$ cat src/rtl/pin_sync_filter.sv
// Multi-channel pin conditioner: a synchroniser chain, a glitch filter, rise/fall pulses
// and an AVR-style sense-controlled interrupt flag for each channel.
module pin_sync_filter #(
  parameter int               WIDTH     = 8,
  parameter int               STAGES    = 2,
  parameter bit               NEG_FIRST = 1'b1,
  parameter int               FILT_CNT  = 1,
  parameter logic [WIDTH-1:0] RST_VAL   = '0
) (
  input  logic                 clk,
  input  logic                 rst,
  input  logic [WIDTH-1:0]     din,
  input  logic [2*WIDTH-1:0]   sense,
  input  logic [WIDTH-1:0]     flag_clr,
  output logic [WIDTH-1:0]     dsync,
  output logic [WIDTH-1:0]     rise,
  output logic [WIDTH-1:0]     fall,
  output logic [WIDTH-1:0]     irq_flag
);

  localparam int            CW       = $clog2(FILT_CNT + 1);
  localparam logic [CW-1:0] CNT_LAST = CW'(FILT_CNT - 1);

  logic [WIDTH-1:0] stage0;
  logic [WIDTH-1:0] sync_q [1:STAGES-1];
  logic [WIDTH-1:0] s;

  // On latch-free fabrics, sampling the pin on the falling edge saves half a cycle of latency.
  generate
    if (NEG_FIRST) begin : g_neg_first
      always_ff @(negedge clk or posedge rst) begin
        if (rst) stage0 <= RST_VAL;
        else     stage0 <= din;
      end
    end else begin : g_pos_first
      always_ff @(posedge clk or posedge rst) begin
        if (rst) stage0 <= RST_VAL;
        else     stage0 <= din;
      end
    end
  endgenerate

  always_ff @(posedge clk or posedge rst) begin
    if (rst) begin
      for (int k = 1; k < STAGES; k++) sync_q[k] <= RST_VAL;
    end else begin
      sync_q[1] <= stage0;
      for (int k = 2; k < STAGES; k++) sync_q[k] <= sync_q[k-1];
    end
  end

  assign s = sync_q[STAGES-1];

  generate
    for (genvar i = 0; i < WIDTH; i++) begin : g_ch
      logic [CW-1:0] cnt;
      logic          level_q;
      logic          rise_q;
      logic          fall_q;
      logic          flag_q;
      logic          ev;

      // The counter tracks how long s has disagreed with the filtered level.
      always_ff @(posedge clk or posedge rst) begin
        if (rst) begin
          cnt     <= '0;
          level_q <= RST_VAL[i];
          rise_q  <= 1'b0;
          fall_q  <= 1'b0;
        end else if (s[i] == level_q) begin
          cnt    <= '0;
          rise_q <= 1'b0;
          fall_q <= 1'b0;
        end else if (cnt == CNT_LAST) begin
          cnt     <= '0;
          level_q <= s[i];
          rise_q  <= s[i];
          fall_q  <= ~s[i];
        end else begin
          cnt    <= cnt + 1'b1;
          rise_q <= 1'b0;
          fall_q <= 1'b0;
        end
      end

      always_comb begin
        ev = 1'b0;
        case (sense[2*i +: 2])
          2'b01:   ev = rise_q | fall_q;
          2'b10:   ev = fall_q;
          2'b11:   ev = rise_q;
          default: ev = 1'b0;
        endcase
      end

      // A new event wins over a simultaneous clear strobe.
      always_ff @(posedge clk or posedge rst) begin
        if (rst)              flag_q <= 1'b0;
        else if (ev)          flag_q <= 1'b1;
        else if (flag_clr[i]) flag_q <= 1'b0;
      end

      assign dsync[i]    = level_q;
      assign rise[i]     = rise_q;
      assign fall[i]     = fall_q;
      assign irq_flag[i] = (sense[2*i +: 2] == 2'b00) ? ~level_q : flag_q;
    end
  endgenerate

endmodule

$ cat config.mk
export PLATFORM = sky130hd
export DESIGN_NAME = pin_sync_filter
export DESIGN_NICKNAME = d
export VERILOG_FILES = /design/src/rtl/pin_sync_filter.sv
export SDC_FILE = /design/constraint.sdc
export NUM_CORES = 1
export LEC_CHECK = 0
export BUFFER_PORTS_ARGS = -buffer_cell sky130_fd_sc_hd__buf_2
export CAP_MARGIN = 40
export CORE_MARGIN = 10
export CORE_UTILIZATION = 45
export DETAILED_ROUTE_END_ITERATION = 8
export PLACE_DENSITY = 0.73
export SYNTH_ARGS = -nofsm -noshare
export SYNTH_HDL_FRONTEND = slang
export SYNTH_SLANG_ARGS = --single-unit
export TNS_END_PERCENT = 100
$ cat constraint.sdc
create_clock -name clk -period 1.5 [get_ports clk]
set_clock_uncertainty 0.1 [all_clocks]
set_input_delay 0.3 -clock clk [delete_from_list [all_inputs] [get_ports clk]]
set_output_delay 0.3 -clock clk [all_outputs]
set_load 0.05 [all_outputs]
# ---- Yosys cells after proc, flatten, opt, wreduce, memory -nomap -nowiden
# Cells that the tools add are included.
dict set report word_totals {
  reg_bits 56
  input_bits 34
  out_inout_bits 32
  elab_cells 226
}
dict set report classes {
  n_addsub 8
  n_eq_ne 32
  n_mux 80
  bitwise 40
  reduce_logical 24
}
# cell n
set ops {}
lappend ops {{$mux 1} 72}
lappend ops {{$eq 2x2->1 const B} 16}
lappend ops {{$not 1->1} 32}
lappend ops {{$pmux 1 s3} 8}
lappend ops {{$eq 2x1->1 const B} 8}
lappend ops {{$logic_not 2->1} 8}
lappend ops {{$reduce_and 2->1} 8}
lappend ops {{$reduce_bool 2->1} 8}
lappend ops {{$add 1x1->1 const B} 8}
lappend ops {{$eq 1x1->1} 8}
lappend ops {{$or 1x1->1} 8}

# ---- Longest topological paths before layout
dict set report depth {
  depth_word 3
  mapped_depth 4
  mapped_depth_nobuf 4
}

==> flow_summary_export.csv <==
group,metric,value,unit
final_layout,drive_gt1_frac,0.4198,
floorplan,initial_core_util,0.4670,
detailed_routing,wl_per_cell,12.88,um
placement,port_buffers,65,
detailed_routing,wirelength,3799,um
logic_synthesis,synth_area,2033,um^2
logic_synthesis,ys_async_sr_fraction,1.000,
floorplan,num_rows,24,
logic_synthesis,yosysWarnings,0,
power_and_ir_drop,power_per_cell_area,1991,nW/um^2
timing,hold_viol,0,
global_routing,grt_pass1_vias,1465,
placement,place.gp.congestion,0.6825,
floorplan,ios,66,
logic_synthesis,synth-seq-cells,48,
logic_synthesis,synth_seq_area_share,0.5908,
timing,max-slew-margin-rel,0.8183,
timing,final-max-slew-violation-count,0,
final_layout,n_antenna_cell,0,
floorplan,die_area,7606,um^2
clock_network,clk_path_buf_depth,2,
job,cap_violations,0,
logic_synthesis,synth.distinct_cells,14,
worst_setup_path,critPathLaunchType,"register",
floorplan,coreArea,4354,um^2
global_routing,grt_antenna_before_repair,0,
logic_synthesis,synth_area_leader_cell,"dfrtp_1",
worst_setup_path,cp.required,1100,ps
global_routing,grt_max_degree,18,
detailed_routing,dr.pass1.iters,4,
final_layout,utilization,0.5894,
clock_network,clk_latency,290,ps
clock_network,cts-root-buf,"clkbuf_8",
clock_network,htreeDepth,2,
worst_hold_path,min_path_type,"in -> async",
timing,max_slew.worst_pin.slew,271.7,ps
placement,place_ws,78.73,ps
clock_network,clk_pin_slew,80,ps
power_and_ir_drop,vdd_drop_max,1285,uV
clock_network,clkSinkCount,48,
worst_setup_path,cp-end-kind,"output port",
placement,dp_hpwl,2913,um
logic_synthesis,ys_top_cells_by_area,"dfrtp_1 (49%), dfrtn_1 (9.8%), ha_1 (9.8%)",
logic_synthesis,yosysMostFrequentCell,"dfrtp_1",
logic_synthesis,synth-main-ff-cell,"dfrtp_1",
final_layout,final-seq-area,1209,um^2
final_layout,synthToLayoutAreaGrowth,26.22,%
detailed_routing,ant_nets,0,
final_layout,fillers,373,
timing,min_period,1456,ps
clock_network,cts_buffers,5,
floorplan,die_w,87.22,um
global_routing,grt-ovfl-total,0,
worst_setup_path,critPathKind,"reg -> out",
power_and_ir_drop,p_leak,0.001369,uW
detailed_routing,drt-initial-drc-count,66,
worst_setup_path,worstPathArrival,1060,ps
detailed_routing,vias,1348,
final_layout,multi_input_area,589.3,um^2
timing,timing.final.crit_share,0.9705,
logic_synthesis,synth_common_cells,"dfrtp_1 (40), inv_1 (26), buf_4 (24)",
status,status,"complete, no violations",
timing,tns,0,ps
logic_synthesis,synth_top_area_frac,0.4923,
final_layout,layout.nets,292,
timing,setup_viol,0,
clock_network,cts_tree,"done",
logic_synthesis,syn_inst,181,
timing,rsz0062_at_grt,"yes",
detailed_routing,viasPerCell,4.569,
global_routing,track_usage,0.1052,
detailed_routing,drc,0,
logic_synthesis,syn_nets,231,
logic_synthesis,syn_area_per_cell,11.23,um^2
timing,fmax,686.9,MHz
timing,setup_ws,44.20,ps
global_routing,grt_pass1_wl,6375,um
worst_setup_path,crit_fanout,4,
floorplan,die_h,87.22,um
logic_synthesis,synth_edf_count,0,
==> power by group <==
group | switching, uW | total (uW) | internal (uW)
sequential | 265 | 1900 | 1640
combinational | 1560 | 2230 | 671
clock | 387 | 975 | 588
==> critical path, stage by stage (launching register included) <==
cell,delay (ps)
dfrtp_2,450
a21oi_2,150
buf_6,170
==> repair_timing <==
action | in CTS | in global routing
gates resized for setup | 9 | 15
endpoints found under the hold margin | 6 | 0
buffers inserted | 0 | 4
hold buffers | 1 | 0
setup endpoints to repair | 8 | 8
==> cell type report <==
type,count,area share
multi-input cells,83,0.2296
inverters,26,0.03949
clock inverters,1,0.01170
flip-flops and latches,48,0.4710
repair buffers,78,0.1853
clock buffers,7,0.03754
well taps,52,0.02535
==> kinds of logic after synthesis <==
group,count (synthesis),synth area share
adder cells (fa/ha/maj),16,0.09846
AO/OA/AOI/OAI,31,0.09293
AND/OR/NAND/NOR,33,0.06831
flip-flops,48,0.5908
buffers and inverters,50,0.1366
XOR/XNOR,3,0.01293
==> routing by layer <==
layer | vias to the layer above | GRT usage | routed length, um
li1 | 675 | - | -
met1 | 628 | 0.1115 | 1487
met2 | 43 | 0.1752 | 1910
met3 | 2 | 0.05337 | 377
met4 | 0 | 0.03913 | 23
met5 | - | 0 | 0
==> flip-flops by register name (all words and copies together) (netlist names) <==
register / count
g_ch.fall_q: 8
g_ch.flag_q: 8
g_ch.level_q: 8
g_ch.rise_q: 8
s: 8
stage0: 8
==> placed cells by master (no fill, tap or decap), drive strengths merged <==
| cell type | synthesis | layout |
|---|---|---|
| nor2b | 6 | 6 |
| xor2 | 3 | 3 |
| clkbuf | 0 | 7 |
| ha | 16 | 16 |
| a21oi | 10 | 10 |
| dfrtn | 8 | 8 |
| a221o | 3 | 3 |
| o221ai | 3 | 3 |
| clkinvlp | 0 | 1 |
| inv | 26 | 25 |
| nand2 | 11 | 11 |
| bufinv | 0 | 1 |
| nor2 | 16 | 16 |
| o21ai | 13 | 13 |
| buf | 24 | 77 |
| dfrtp | 40 | 40 |
| dlygate4sd3 | 0 | 1 |
| a32oi | 2 | 2 |
==> worst paths after layout <==
| kind | startpoint | to | slack (ps) | depth (start not counted) |
|---|---|---|---|---|
| setup / recovery | g_ch[0].level_q$_DFFE_PP0P_ | irq_flag[0] | 40 | 2 |
| hold / removal | rst | g_ch[1].level_q$_DFFE_PP0P_ | 50 | 3 |
| setup reg to reg | stage0[3]$_DFF_NP0_ | s[3]$_DFF_PP0_ | 190 | 0 |
| hold reg to reg | g_ch[7].fall_q$_DFF_PP0_ | g_ch[7].flag_q$_DFFE_PP0P_ | 390 | 1 |
| max in group asynchronous | rst | g_ch[7].level_q$_DFFE_PP0P_ | 500 | 3 |
| min in group clk | flag_clr[6] | g_ch[6].flag_q$_DFFE_PP0P_ | 140 | 2 |
==> per-stage QoR <==
stage | area [um^2] | hold WS, ps | instances | total power (uW)
after floorplan | 2067 | 229.6 | 181 | 3758
after global placement | 2337 | 202.8 | 282 | 3915
after detailed placement | 2337 | 199.8 | 282 | 3972
after CTS | 2495 | 58.85 | 291 | 5022
after global routing | 2566 | 81.02 | 295 | 5447
final | 2566 | 51.72 | 295 | 5108
(Power assumes the default switching activity.)
